## config.mk

```make
export PLATFORM = sky130hd
export DESIGN_NAME = iterative_divider
export DESIGN_NICKNAME = d
export VERILOG_FILES = /design/src/rtl/iterative_divider.sv
export SDC_FILE = /design/constraint.sdc
export NUM_CORES = 1
export LEC_CHECK = 0
export ABC_AREA = 1
export CAP_MARGIN = 20
export CORE_UTILIZATION = 40
export DETAILED_ROUTE_END_ITERATION = 10
export GPL_TIMING_DRIVEN = 0
export HOLD_SLACK_MARGIN = 0.06
export RECOVER_POWER = 50
export SYNTH_ARGS = -nofsm -noshare
export SYNTH_HDL_FRONTEND = slang
export SYNTH_SLANG_ARGS = --single-unit
```

## constraint.sdc

```tcl
create_clock -name clk -period 6.75 [get_ports clk]
set_clock_uncertainty 0.05 [all_clocks]
set_input_delay 1.35 -clock clk [delete_from_list [all_inputs] [get_ports clk]]
set_output_delay 1.35 -clock clk [all_outputs]
set_load 0.03 [all_outputs]
```

## src/rtl/iterative_divider.sv

```systemverilog
// Multi-cycle restoring divider for DIV/DIVU/REM/REMU: one trial subtraction and
// one quotient bit per cycle, with single-cycle fast paths for x/0 and signed overflow.
module iterative_divider #(
  parameter int unsigned SIZE = 32
) (
  input  logic            clk,
  input  logic            rst,
  input  logic            start,
  input  logic            signed_op,
  input  logic [SIZE-1:0] dividend,
  input  logic [SIZE-1:0] divisor,
  output logic            busy,
  output logic            done,
  output logic [SIZE-1:0] quotient,
  output logic [SIZE-1:0] remainder,
  output logic            div_by_zero
);

  localparam int unsigned CW = $clog2(SIZE + 1);

  typedef enum logic [1:0] {IDLE, RUN, DONE} state_t;

  state_t          state, state_next;
  logic [CW-1:0]   count;
  logic [SIZE-1:0] q, r, dmag;
  logic            neg_q, neg_r;

  logic            dividend_neg, divisor_neg;
  logic [SIZE-1:0] dividend_mag, divisor_mag;
  logic            zero_div, overflow;
  logic [SIZE-1:0] part;
  logic [SIZE:0]   diff;
  logic [SIZE-1:0] q_step, r_step;

  // Operand conditioning, one restoring step, and next-state selection.
  always_comb begin
    state_next   = state;
    dividend_neg = signed_op & dividend[SIZE-1];
    divisor_neg  = signed_op & divisor[SIZE-1];
    dividend_mag = dividend_neg ? (~dividend + SIZE'(1)) : dividend;
    divisor_mag  = divisor_neg ? (~divisor + SIZE'(1)) : divisor;
    zero_div     = (divisor == '0);
    overflow     = signed_op && (dividend == {1'b1, {(SIZE-1){1'b0}}}) && (&divisor);
    part         = {r[SIZE-2:0], q[SIZE-1]};
    diff         = {1'b0, part} - {1'b0, dmag};
    q_step       = {q[SIZE-2:0], ~diff[SIZE]};
    r_step       = diff[SIZE] ? part : diff[SIZE-1:0];

    case (state)
      IDLE: begin
        if (start) begin
          state_next = (zero_div || overflow) ? DONE : RUN;
        end
      end
      RUN: begin
        if (count == CW'(1)) begin
          state_next = DONE;
        end
      end
      DONE:    state_next = IDLE;
      default: state_next = IDLE;
    endcase
  end

  // State, datapath and result registers; results only change entering DONE.
  always_ff @(posedge clk or posedge rst) begin
    if (rst) begin
      state       <= IDLE;
      busy        <= 1'b0;
      done        <= 1'b0;
      quotient    <= '0;
      remainder   <= '0;
      div_by_zero <= 1'b0;
      count       <= '0;
      q           <= '0;
      r           <= '0;
      dmag        <= '0;
      neg_q       <= 1'b0;
      neg_r       <= 1'b0;
    end else begin
      state <= state_next;
      busy  <= (state_next != IDLE);
      done  <= (state_next == DONE);
      case (state)
        IDLE: begin
          if (start) begin
            q     <= dividend_mag;
            r     <= '0;
            dmag  <= divisor_mag;
            count <= CW'(SIZE);
            neg_q <= dividend_neg ^ divisor_neg;
            neg_r <= dividend_neg;
            if (zero_div) begin
              quotient    <= '1;
              remainder   <= dividend;
              div_by_zero <= 1'b1;
            end else if (overflow) begin
              quotient    <= dividend;
              remainder   <= '0;
              div_by_zero <= 1'b0;
            end
          end
        end
        RUN: begin
          q     <= q_step;
          r     <= r_step;
          count <= count - CW'(1);
          // Final step: sign-correct the freshly computed magnitudes.
          if (count == CW'(1)) begin
            quotient    <= neg_q ? (~q_step + SIZE'(1)) : q_step;
            remainder   <= neg_r ? (~r_step + SIZE'(1)) : r_step;
            div_by_zero <= 1'b0;
          end
        end
        default: ;
      endcase
    end
  end

endmodule

```

# [Yosys cells after proc, flatten, opt, wreduce, memory -nomap -nowiden]
# Index checks and enable logic that the tools add are counted.
[op_classes] n_mux=30 reduce_logical=11 addsub=6 bitwise_logic=8 eq_ne=7
[ops] op="$mux 32" n=14
[ops] op="$pmux 32 s2" n=3
[ops] op="$add 32x1->32 const B" n=4
[ops] op="$not 32->32" n=4
[ops] op="$pmux 31 s2" n=1
[ops] op="$sub 32x32->33" n=1
[ops] op="$eq 32x32->1 const B" n=1
[ops] op="$logic_not 32->1" n=1
[ops] op="$reduce_and 32->1" n=1
[ops] op="$mux 31" n=1
[ops] op="$pmux 6 s2" n=1
[ops] op="$eq 6x1->1 const B" n=1
[ops] op="$mux 2" n=3
[ops] op="$mux 6" n=1
[ops] op="$sub 6x1->6 const B" n=1
[ops] op="$mux 1" n=4
[ops] op="$ne 2x2->1 const B" n=2
[ops] op="$pmux 2 s2" n=1
[ops] op="$reduce_and 2->1" n=2
[ops] op="$reduce_and 4->1" n=1
[ops] op="$reduce_bool 2->1" n=2
[ops] op="$ne 3x3->1 const B" n=1
[ops] op="$and 1x1->1" n=2
[ops] op="$eq 2x1->1 const B" n=1
[ops] op="other kinds (7)" n=8
[totals] output_inout_bits=67 input_bits=68 wordCells=74 ff_bits=172

# [Logic depth before layout (Yosys ltp)]
# Gate-level depths: netlist (run 1).
[logic_depth] ltp_word=8 depth_mapped=27 depth_no_buf=26

# [Worst setup path after synthesis (run 1)]
# OpenSTA, ideal clock, no wires.
[synth_timing] path_type="reg-to-reg" from="register r[21]" to="register quotient[20]" t_arrival_ns=3.303 setup_slack_ns=3.261 synth_period_minus_slack_ns=3.489 path_stages_with_launch=24 cell_sequence="dfrtp_1 > ha_1 > nand2_2 > inv_2 > nand2_1 > nand2_1 > inv_1 > nand2_1 > a21oi_4 > nand2_8 > inv_2 > buf_4 > ha_1 > nand4_1 > nor3_1 > nand2_1 > nor3_1 > nand2_1 > nor3_1 > nand3_1 > nand3_1 > nand2_1 > o22ai_1 > o21ai_0"
[synth_between] elab_chain_len=7
[synth_lines] item="from (decl)" line="25" text="logic [SIZE-1:0] q, r, dmag;"
[synth_lines] item="from (signal assigned)" line="106" text="r <= r_step;"
[synth_lines] item="$sub 32x32->33" line="45" text="diff = {1'b0, part} - {1'b0, dmag};"
[synth_lines] item="$not 1->1" line="46" text="q_step = {q[SIZE-2:0], ~diff[SIZE]};"
[synth_lines] item="$not 32->32" line="110" text="quotient <= neg_q ? (~q_step + SIZE'(1)) : q_step;"
[synth_lines] item="$add 32x1->32" line="110"
[synth_lines] item="$mux 32" line="110"
[synth_lines] item="$mux 32" line="109" text="if (count == CW'(1)) begin"
[synth_lines] item="$pmux 32 s2" line="84" text="case (state)"
[synth_lines] item="to (signal assigned)" line="98" text="quotient <= dividend;"
[synth_lines] item="to (signal assigned)" line="110"
[synth_lines] item="to (decl)" line="14" text="output logic [SIZE-1:0] quotient,"
# No other way between the ends. The select of a mux whose other input is x is not followed.
# A chain may end at the register's enable or synchronous reset.

# [Worst setup path after layout (run 1)]
[layout_timing] from="register dmag[27]" to="register quotient[20]"
[layout_between] elab_chain_len=7
[layout_lines] item="from (decl)" line="25"
[layout_lines] item="from (signal assigned)" line="89" text="dmag <= divisor_mag;"
[layout_lines] item="$sub 32x32->33" line="45"
[layout_lines] item="$not 1->1" line="46"
[layout_lines] item="$not 32->32" line="110"
[layout_lines] item="$add 32x1->32" line="110"
[layout_lines] item="$mux 32" line="110"
[layout_lines] item="$mux 32" line="109"
[layout_lines] item="$pmux 32 s2" line="84"
# No other way between the ends. The select of a mux whose other input is x is not followed.

==> results of run 1 <==
## synth_stat cells (all sizes together) (6+ instances only)
| master | count |
|---|---|
| o22a | 6 |
| a32oi | 7 |
| a2bb2oi | 16 |
| buf | 16 |
| a31oi | 21 |
| ha | 39 |
| clkbuf | 54 |
| o211ai | 20 |
| nor2 | 226 |
| nand3b | 11 |
| dfrtp | 172 |
| and2 | 7 |
| o221ai | 7 |
| nand2 | 584 |
| inv | 345 |
| o21ai | 123 |
| o22ai | 24 |
| a22oi | 8 |
| nor3 | 31 |
| a21oi | 89 |
| or2 | 19 |
| o21a | 16 |
| nor4 | 9 |
| nand3 | 168 |
| nand4 | 40 |
| xor2 | 32 |
## through the flow
| step | setup TNS, ns | util, % |
|---|---|---|
| after detailed placement | 0 | 46.6 |
| after floorplan | 0 | - |
| final | 0 | 48.2 |
| after global placement | -351.56 | 46.5 |
| after CTS | 0 | 48.2 |
| after global routing | 0 | 48.2 |
## critical path: stages, from the launching register on
cell and delay [ns]:
sky130_fd_sc_hd__dfrtp_1 0.36, sky130_fd_sc_hd__inv_1 0.25, sky130_fd_sc_hd__ha_1 0.37, sky130_fd_sc_hd__a21oi_1 0.22, sky130_fd_sc_hd__nand2_1 0.10, sky130_fd_sc_hd__nand2_1 0.06
sky130_fd_sc_hd__nand2_1 0.10, sky130_fd_sc_hd__a21oi_4 0.33, sky130_fd_sc_hd__nand2_8 0.13, sky130_fd_sc_hd__inv_2 0.16, sky130_fd_sc_hd__buf_4 0.23, sky130_fd_sc_hd__ha_1 0.23
sky130_fd_sc_hd__nand4_1 0.19, sky130_fd_sc_hd__nor3_1 0.32, sky130_fd_sc_hd__nand2_1 0.16, sky130_fd_sc_hd__nor3_1 0.28, sky130_fd_sc_hd__nand2_1 0.17, sky130_fd_sc_hd__nor3_1 0.52
sky130_fd_sc_hd__nand3_1 0.29, sky130_fd_sc_hd__nand3_1 0.13, sky130_fd_sc_hd__nand2_1 0.06, sky130_fd_sc_hd__o22ai_1 0.16, sky130_fd_sc_hd__o21ai_0 0.09
## worst min-delay path by stage
stage	cells past startpoint	startpoint	slack, ns	to
6_report	2	dmag[15]	0.43	dmag[15]
5_1_grt	2	dmag[4]	0.46	dmag[4]
4_1_cts	2	dmag[4]	0.44	dmag[4]
3_3_place_gp	2	quotient[7]	0.42	quotient[7]
3_5_place_dp	2	remainder[1]	0.42	remainder[1]
2_1_floorplan	1	count[5]	0.40	count[5]
## state kept, by name (all words and copies together) (netlist names)
register	flops
dmag	32
q	32
quotient	32
remainder	32
r	31
count	6
state	2
busy	1
div_by_zero	1
done	1
neg_q	1
neg_r	1
## area by class of cell
type / instances / area [µm²] / area share, %
repair buffers: 134 / 1360 / 8.34
diodes: 1 / 2.50 / 0.0154
inverters: 349 / 1310 / 8.05
well taps: 448 / 561 / 3.44
clock inverters: 14 / 135 / 0.829
clock buffers: 18 / 429 / 2.63
flip-flops and latches: 172 / 4300 / 26.4
plain buffers: 70 / 327 / 2.00
multi-input cells: 1534 / 7870 / 48.3
## power groups by stage
stage	Sequential [mW]	Combinational, mW	Clock (mW)
finish	1.48	3.78	1.00
global route	1.50	4.26	1.05
CTS	1.47	3.75	1.01
detailed placement	1.49	3.72	0
global placement	1.49	3.71	0
floorplan	1.40	2.74	0
## per-layer routing
metal,vias up,wire [µm],share of wire [%]
li1,7208,-,-
met1,7167,26900,47
met5,-,0,0
met2,740,24100,42
met3,99,5160,8.9
met4,0,1570,2.7
## cells by family (layout without fill, tap and decap cells)
| family | count (synthesis) | count (layout) | synth area share (%) |
|---|---|---|---|
| AOI/OAI and AO/OA | 357 | 357 | 15.9 |
| other | 0 | 1 | 0 |
| xor gates and xnor gates | 37 | 37 | 2.35 |
| buffers and inverters | 419 | 585 | 11.9 |
| DFF | 172 | 172 | 31.2 |
| muxes | 2 | 2 | 0.145 |
| and+or+nand+nor | 1098 | 1098 | 34.9 |
| adders and majority gates | 40 | 40 | 3.68 |
==> impl_metrics.csv, run 1 <==
group,metric,value,unit
run_status,status,"complete, but fails checks",
run_status,violations,"max-capacitance violations, max-slew violations",
clock_tree,cts-htree-levels,4,
pwr,power_leakage,8.27,nW
finish,final_std_cell_area_no_fill,16300,µm²
place,buffer_ports.inserted,133,
sta,timing_hold_violations_final,0,
die,dieArea,35300,µm²
global_routing,grt_pass1_wl,86900,µm
die,placeableCoreArea,33800,µm²
finish,drive_above_1_share,5.72,%
clock_tree,clock-sinks,172,
pwr,pwr-share-clk,16.0,%
clock_tree,clkTransAtPathRegs,0.07,ns
pwr,sw_share,52.4,%
logic_synthesis,synth_enable_flop_cells,0,
place,gp_congestion,0.991,
setup_path,endpoint,"quotient[20]",
logic_synthesis,yosys_register_bits,172,
setup_path,critical_path.startpoint,"dmag[27]",
clock_tree,cts.repair.resized,0,
die,floorplan.rows,67,
clock_tree,clkLatencyLatePin,0.46,ns
sta,layout_min_cycle_time,5.15,ns
logic_synthesis,syn_area,13800,µm²
place,dpl-instance-area,15700,µm²
sta,tightestPinTransition,3.20,ns
finish,finish.cell_count_without_fillers,2740,
setup_path,path_class,"flip-flop to flip-flop",
logic_synthesis,synth.largest_area_cell,"sky130_fd_sc_hd__dfrtp_1",
global_routing,grt_max_degree,105,
pwr,total_power,6.26,mW
detailed_routing,vias_cell,5.55,
sta,timing.hold.ws,0.431,ns
global_routing,globalRouteTotalUtil,33.0,%
logic_synthesis,yosysSeqAreaShare,31.2,%
setup_path,worstReg2RegStart,"dmag[27]",
logic_synthesis,ys.flop_type,"sky130_fd_sc_hd__dfrtp_1",
logic_synthesis,synthCells,2125,
setup_path,r2r.worst_path.cells,22,
pwr,share_seq_of_total_power,23.6,%
global_routing,first_global_vias,14203,
clock_tree,cts_tree,"yes",
detailed_routing,dr.first_iter.drc_count,1694,
clock_tree,postCtsHoldBufs,0,
setup_path,cp.required,7.00,ns
setup_path,critical_path.reg2reg.endpoint,"quotient[20]",
sta,slew_violations,69,
pwr,power.share.combinational,60.4,%
logic_synthesis,mappedNetlistNets,2233,
finish,layout-area-overhead-vs-synth,18.0,%
global_routing,grt_antenna_before_repair,0,
sta,max-slew-margin-rel,-115,%
die,floorplan.die.width,188,µm
setup_path,r2r_setup_slack,1.60,ns
sta,rsz0062_at_grt,"false",
detailed_routing,route.detailed.wl_per_inst,21.1,µm
finish,most-common-layout-cells,"sky130_fd_sc_hd__nand2_1 (554), sky130_fd_sc_hd__inv_1 (333), sky130_fd_sc_hd__nor2_1 (212)",
detailed_routing,detail_route.first_pass.iterations,6,
detailed_routing,routed_wirelength,57700,µm
place,pre_cts_slack,1.34,ns
clock_tree,post-cts-setup-buffers,0,
place,dp_hpwl,45800,µm
clock_tree,clockRootBuffer,"sky130_fd_sc_hd__clkbuf_16",
setup_path,critPathCaptureType,"flip-flop",
pwr,netSwitchingPower,3.28,mW
pwr,vdd_ir_drop_max,0.243,mV
finish,mostFrequentLayoutCell,"sky130_fd_sc_hd__nand2_1",
logic_synthesis,postSynth.asyncResetShare,100,%
sta,final-setup-viol-count,0,
global_routing,globalRouteOverflowTotal,0,
sta,post-route-worst-setup-slack,1.60,ns
global_routing,use_met1,47.8,%
global_routing,met3_usage,7.62,%
global_routing,gr_busiest_metal,"met2",
finish,fillCellCount,3559,
place,dp_cells,2707,
sta,clock.fmax,194,MHz
die,design.portCount,135,
logic_synthesis,synth_top_area_share,31.2,%
logic_synthesis,mean_area_per_synthesized_cell,6.50,µm²
detailed_routing,drc,0,
setup_path,crit_path_start_kind,"flip-flop",
logic_synthesis,synthesis_warning_total,0,
pwr,cellPowerDensity,384,nW/µm²
logic_synthesis,synth.distinct_cells,66,
sta,period_utilization,76.4,%
clock_tree,maximum_number_of_buffers_from_clock_root_to_sink,2,
detailed_routing,post_drt_antenna_nets,0,
global_routing,global_route_met2_usage,48.3,%
detailed_routing,vias,15214,
setup_path,arrival,5.40,ns
hold_path,hold_path_class,"flip-flop to flip-flop",
clock_tree,numCtsBuffers,17,
die,floorplan.initialDensity,40.9,%
die,fp.dieH,188,µm
finish,final_nets,2386,
logic_synthesis,yosys-top-cells-area,"sky130_fd_sc_hd__dfrtp_1 (31%), sky130_fd_sc_hd__nand2_1 (15%), sky130_fd_sc_hd__inv_1 (9.1%)",
pwr,cellInternalPower,2.98,mW
setup_path,critical_path.max_fanout,10,
run,max_cap_viol_count,1,
Power figures use the tool's default switching activity.
==> run 2: changes to the inputs <==
==> constraint.sdc (replaced) <==
create_clock -name clk -period 4.9 [get_ports clk]
set_clock_uncertainty 0.05 [all_clocks]
set_input_delay 0.98 -clock clk [delete_from_list [all_inputs] [get_ports clk]]
set_output_delay 0.98 -clock clk [all_outputs]
set_load 0.03 [all_outputs]
==> run 2 against run 1 <==
- the flow still finishes with violations (max-capacitance violations, max-slew violations)
- global-route usage is essentially flat
- first-iteration DRC count rose by 0.94%
- sequential cell count unchanged
- core utilization grew 0.24 points
- worst setup slack got worse by 1.5 ns
- critical path type is now primary input to flip-flop
- combinational power rose by 38%
- clock power grew 46%
==> impl_metrics.csv, run 2 (synthesis gave the netlist of run 1 again) <==
group,metric,value,unit
die,floorplan.rows,67,
sta,post-route-worst-setup-slack,0.114,ns
die,placeableCoreArea,33800,µm²
sta,tightestPinTransition,2.08,ns
global_routing,gr_busiest_metal,"met2",
sta,timing.hold.ws,0.429,ns
setup_path,path_class,"primary input to flip-flop",
place,dp_hpwl,45800,µm
detailed_routing,vias_cell,5.51,
sta,rsz0062_at_grt,"true",
setup_path,arrival,5.14,ns
finish,layout-area-overhead-vs-synth,18.6,%
sta,period_utilization,97.7,%
die,dieArea,35300,µm²
global_routing,grt_pass1_wl,87200,µm
detailed_routing,detail_route.first_pass.iterations,5,
global_routing,grt_antenna_before_repair,3,
die,design.portCount,135,
detailed_routing,routed_wirelength,57700,µm
run,max_cap_viol_count,3,
pwr,power_leakage,8.31,nW
setup_path,worstReg2RegStart,"dmag[29]",
clock_tree,cts-htree-levels,4,
sta,final-setup-viol-count,0,
detailed_routing,route.detailed.wl_per_inst,21.0,µm
finish,most-common-layout-cells,"sky130_fd_sc_hd__nand2_1 (554), sky130_fd_sc_hd__inv_1 (333), sky130_fd_sc_hd__nor2_1 (212)",
setup_path,crit_path_start_kind,"primary input",
place,buffer_ports.inserted,133,
run_status,status,"complete, but fails checks",
detailed_routing,drc,0,
global_routing,first_global_vias,14439,
sta,slew_violations,101,
sta,max-slew-margin-rel,-38.8,%
global_routing,globalRouteTotalUtil,33.0,%
global_routing,grt_max_degree,42,
clock_tree,clkLatencyLatePin,0.47,ns
place,gp_congestion,1.00,
clock_tree,post-cts-setup-buffers,0,
finish,mostFrequentLayoutCell,"sky130_fd_sc_hd__nand2_1",
setup_path,r2r_setup_slack,0.29,ns
global_routing,use_met1,47.4,%
run_status,violations,"max-capacitance violations, max-slew violations",
global_routing,global_route_met2_usage,48.1,%
hold_path,hold_path_class,"flip-flop to flip-flop",
die,floorplan.die.width,188,µm
clock_tree,clkTransAtPathRegs,0.07,ns
finish,fillCellCount,3562,
hold_path,timing.hold.worst_endpoint,"quotient[7]",
setup_path,critical_path.reg2reg.endpoint,"quotient[20]",
detailed_routing,vias,15124,
setup_path,critPathCaptureType,"flip-flop",
global_routing,globalRouteOverflowTotal,0,
hold_path,holdPathStages,2,
finish,drive_above_1_share,5.97,%
sta,clock.fmax,209,MHz
sta,layout_min_cycle_time,4.79,ns
place,pre_cts_slack,-0.262,ns
detailed_routing,dr.first_iter.drc_count,1710,
clock_tree,numCtsBuffers,17,
die,floorplan.initialDensity,40.9,%
finish,final_nets,2390,
sta,timing_hold_violations_final,0,
die,fp.dieH,188,µm
clock_tree,maximum_number_of_buffers_from_clock_root_to_sink,2,
pwr,vdd_ir_drop_max,0.370,mV
clock_tree,clockRootBuffer,"sky130_fd_sc_hd__clkbuf_16",
clock_tree,cts_tree,"yes",
pwr,total_power,8.75,mW
setup_path,cp.required,5.26,ns
hold_path,timing.hold.worst.start,"quotient[7]",
setup_path,critical_path.max_fanout,10,
setup_path,r2r.worst_path.cells,22,
global_routing,met3_usage,7.65,%
clock_tree,clock-sinks,172,
pwr,cellPowerDensity,534,nW/µm²
detailed_routing,post_drt_antenna_nets,0,
## run 2: final cells by class
| type | instances | area, µm² | area share [%] |
|---|---|---|---|
| Sequential cell | 172 | 4300 | 26.3 |
| Buffer | 70 | 334 | 2.04 |
| Clock buffer | 17 | 425 | 2.60 |
| Multi-Input combinational cell | 1534 | 7890 | 48.2 |
| Clock inverter | 15 | 179 | 1.09 |
| Antenna cell | 1 | 2.50 | 0.0153 |
| Timing Repair Buffer | 138 | 1370 | 8.34 |
| Inverter | 349 | 1310 | 8.01 |
| Tap cell | 448 | 561 | 3.42 |
## run 2: report_power, final
part	total, mW	switching (mW)	internal (mW)	leakage, nW
registers	2.05	0.328	1.72	2.19
logic	5.23	3.57	1.67	5.83
clock network	1.46	0.694	0.770	0.288
total	8.75	4.59	4.16	8.31
## run 2: worst max-delay path, stage by stage
cell	delay, ns
sky130_fd_sc_hd__clkdlybuf4s50_1	0.60
sky130_fd_sc_hd__nor2_1	0.17
sky130_fd_sc_hd__nand3_1	0.11
sky130_fd_sc_hd__nor2_1	0.15
sky130_fd_sc_hd__nand3_1	0.17
sky130_fd_sc_hd__nor3_1	0.45
sky130_fd_sc_hd__nand4_1	0.16
sky130_fd_sc_hd__o21ai_0	0.16
sky130_fd_sc_hd__or2_2	0.17
sky130_fd_sc_hd__nand3_1	0.31
sky130_fd_sc_hd__inv_1	0.27
sky130_fd_sc_hd__buf_2	0.31
sky130_fd_sc_hd__clkdlybuf4s15_1	0.84
sky130_fd_sc_hd__o21ai_0	0.18
sky130_fd_sc_hd__inv_1	0.08
## run 2: worst max-delay path by stage
stage                     start      endpoint  depth (start not counted)
detailed placement  dividend[5]  quotient[23]                         15
CTS                    dmag[27]  quotient[20]                         22
finish              dividend[5]  quotient[31]                         15
global placement    dividend[5]  quotient[23]                         15
floorplan                 r[21]  quotient[20]                         23
global route           dmag[27]  quotient[20]                         24
## run 2: layer usage
metal  up-vias  wire (µm)
met3        94       5360
met5         -         44
met2       738      24000
li1       7221          -
met4         6       1540
met1      7065      26800
## run 2: timing repair
| item | 4_1_cts | 5_1_grt |
|---|---|---|
| hold buffers | 0 | 0 |
| setup endpoints to repair | 0 | 9 |
| gates resized for setup | 0 | 9 |
## run 2: per-stage QoR
| stage | TNS (ns) | cells | utilization, % | cell area, µm² |
|---|---|---|---|---|
| finish | 0 | 2744 | 48.5 | 16400 |
| global route | -0.0989 | 2743 | 48.5 | 16400 |
| CTS | 0 | 2743 | 48.6 | 16400 |
| detailed placement | -1.94 | 2711 | 46.8 | 15800 |
| global placement | -2.08 | 2706 | 46.5 | 15700 |
| floorplan | 0 | 2125 | - | 13800 |
==> run 3: changes to the inputs <==
--- a/config.mk
+++ b/config.mk
@@ -11,6 +11,7 @@
 export DETAILED_ROUTE_END_ITERATION = 10
 export GPL_TIMING_DRIVEN = 0
 export HOLD_SLACK_MARGIN = 0.06
+export PLACE_DENSITY = 0.56
 export RECOVER_POWER = 50
 export SYNTH_ARGS = -nofsm -noshare
 export SYNTH_HDL_FRONTEND = slang
==> run 3 against run 2 <==
- final area increased by 0.24%
- worst hold slack improved by 0.0076 ns
- clock-buffer cell count grew 1
- sequential cell count unchanged
- sequential share of layout area decreased by 0.062 points
- fmax increased by 0.45%
- the flow still finishes with violations (max-capacitance violations, max-slew violations)
- combinational power rose by 0.8%
==> impl_metrics.csv, run 3 (synthesis gave the netlist of run 1 again) <==
group,metric,value,unit
global_routing,global_route_met2_usage,49.2,%
pwr,total_power,8.86,mW
detailed_routing,vias,15063,
clock_tree,clkLatencyLatePin,0.47,ns
clock_tree,cts-htree-levels,4,
setup_path,crit_path_start_kind,"primary input",
global_routing,globalRouteOverflowTotal,0,
global_routing,grt_pass1_wl,87900,µm
finish,layout-area-overhead-vs-synth,18.9,%
die,fp.dieH,188,µm
hold_path,hold_path_class,"flip-flop to flip-flop",
die,floorplan.die.width,188,µm
die,dieArea,35300,µm²
setup_path,cp.required,5.24,ns
setup_path,arrival,5.10,ns
detailed_routing,post_drt_antenna_nets,0,
sta,rsz0062_at_grt,"false",
sta,timing_hold_violations_final,0,
clock_tree,maximum_number_of_buffers_from_clock_root_to_sink,2,
finish,multi_input_area,7890,µm²
pwr,vdd_ir_drop_max,0.349,mV
global_routing,grt_antenna_before_repair,0,
run_status,violations,"max-capacitance violations, max-slew violations",
die,placeableCoreArea,33800,µm²
sta,period_utilization,97.2,%
global_routing,use_met1,49.7,%
sta,slew_violations,70,
clock_tree,numCtsBuffers,17,
finish,mostFrequentLayoutCell,"sky130_fd_sc_hd__nand2_1",
sta,post-route-worst-setup-slack,0.135,ns
finish,antenna-diode-count,0,
die,design.portCount,135,
global_routing,gr_busiest_metal,"met1",
finish,area.sequential,4300,µm²
place,buffer_ports.inserted,133,
sta,finalSetupTns,0,ns
finish,fillCellCount,3519,
run,max_cap_viol_count,2,
finish,most-common-layout-cells,"sky130_fd_sc_hd__nand2_1 (554), sky130_fd_sc_hd__inv_1 (333), sky130_fd_sc_hd__nor2_1 (212)",
die,floorplan.initialDensity,40.9,%
finish,final_nets,2390,
detailed_routing,route.detailed.wl_per_inst,21.4,µm
sta,max-slew-margin-rel,-57.2,%
detailed_routing,dr.first_iter.drc_count,1560,
global_routing,met3_usage,6.78,%
setup_path,critPathCaptureType,"flip-flop",
place,dp_hpwl,46700,µm
pwr,power_leakage,8.32,nW
place,gp_congestion,0.984,
finish,postLayoutCoreUtil,48.6,%
clock_tree,clockRootBuffer,"sky130_fd_sc_hd__clkbuf_16",
detailed_routing,vias_cell,5.49,
setup_path,path_class,"primary input to flip-flop",
detailed_routing,detail_route.first_pass.iterations,6,
global_routing,first_global_vias,14024,
die,floorplan.rows,67,
clock_tree,postCtsHoldBufs,0,
global_routing,globalRouteTotalUtil,33.5,%
clock_tree,clock-sinks,172,
run_status,status,"complete, but fails checks",
finish,drive_above_1_share,5.93,%
clock_tree,cts_tree,"yes",
setup_path,critical_path.max_fanout,10,
sta,clock.fmax,210,MHz
sta,final-setup-viol-count,0,
sta,layout_min_cycle_time,4.76,ns
pwr,cellPowerDensity,540,nW/µm²
global_routing,grt_max_degree,40,
clock_tree,clkTransAtPathRegs,0.08,ns
detailed_routing,drc,0,
sta,tightestPinTransition,2.36,ns
detailed_routing,routed_wirelength,58800,µm
place,pre_cts_slack,-0.151,ns
-- run 3: cell types whose count changed in the layout (fill, tap and decap cells not counted), moves of 2 or more --
| cell | previous run | this run |
|---|---|---|
| sky130_fd_sc_hd__inv_8 | 2 | 0 |
| sky130_fd_sc_hd__clkbuf_1 | 55 | 57 |
| sky130_fd_sc_hd__bufinv_16 | 2 | 4 |
| sky130_fd_sc_hd__buf_12 | 2 | 4 |
-- run 3: path summary, 6_finish.rpt --
path	start	slack, ns	to	cells past startpoint
worst min register to register	quotient[14]	0.44	quotient[14]	1
min in group asynchronous	rst	1.21	remainder[25]	2
worst max-delay path	dividend[5]	0.14	remainder[13]	15
worst min-delay path	quotient[14]	0.44	quotient[14]	1
worst max register to register	dmag[27]	0.29	quotient[28]	21
max in group asynchronous	rst	0.83	r[12]	3
-- run 3: power breakdown --
group	internal (mW)	switching, mW	leakage [nW]
combinational	1.68	3.60	5.82
clock	0.867	0.673	0.305
sequential	1.72	0.322	2.19
total	4.27	4.59	8.32
-- run 3: timing repair --
item | CTS | global route
gates resized for setup | 1 | 3
pin swaps | 0 | 0
hold endpoints to repair | 0 | 0
setup buffers | 0 | 1
setup endpoints to repair | 1 | 2
-- run 3: critical path, cell delays in order --
cell,delay [ns]
sky130_fd_sc_hd__clkdlybuf4s50_1,0.61
sky130_fd_sc_hd__nor2_1,0.19
sky130_fd_sc_hd__nand3_1,0.12
sky130_fd_sc_hd__nor2_1,0.18
sky130_fd_sc_hd__nand3_1,0.17
sky130_fd_sc_hd__nor3_1,0.46
sky130_fd_sc_hd__nand4_1,0.14
sky130_fd_sc_hd__o21ai_0,0.15
sky130_fd_sc_hd__or2_2,0.16
sky130_fd_sc_hd__nand3_1,0.28
sky130_fd_sc_hd__inv_1,0.30
sky130_fd_sc_hd__buf_2,0.32
sky130_fd_sc_hd__clkbuf_1,0.78
sky130_fd_sc_hd__o21ai_0,0.17
sky130_fd_sc_hd__inv_1,0.08
-- run 3: layout make-up --
| class | instances | share of cell area, % |
|---|---|---|
| Buffer | 70 | 1.99 |
| Sequential cell | 172 | 26.2 |
| Clock inverter | 14 | 1.27 |
| Inverter | 349 | 7.99 |
| Timing Repair Buffer | 138 | 8.45 |
| Clock buffer | 18 | 2.61 |
| Multi-Input combinational cell | 1534 | 48.0 |
| Tap cell | 448 | 3.42 |
-- run 3: layer usage --
metal  vias to the layer above  routed length [µm]
met4                         0                1130
met2                       660               24600
met3                        58                4900
met1                      7129               28100
met5                         -                   0
li1                       7216                   -
-- run 3: metrics by stage --
step | cells | cell area [µm²] | hold slack [ns]
final | 2743 | 16400 | 0.436
after global routing | 2743 | 16400 | 0.453
after CTS | 2742 | 16400 | 0.441
after detailed placement | 2710 | 15800 | 0.418
after global placement | 2706 | 15700 | 0.417
after floorplan | 2125 | 13800 | 0.403
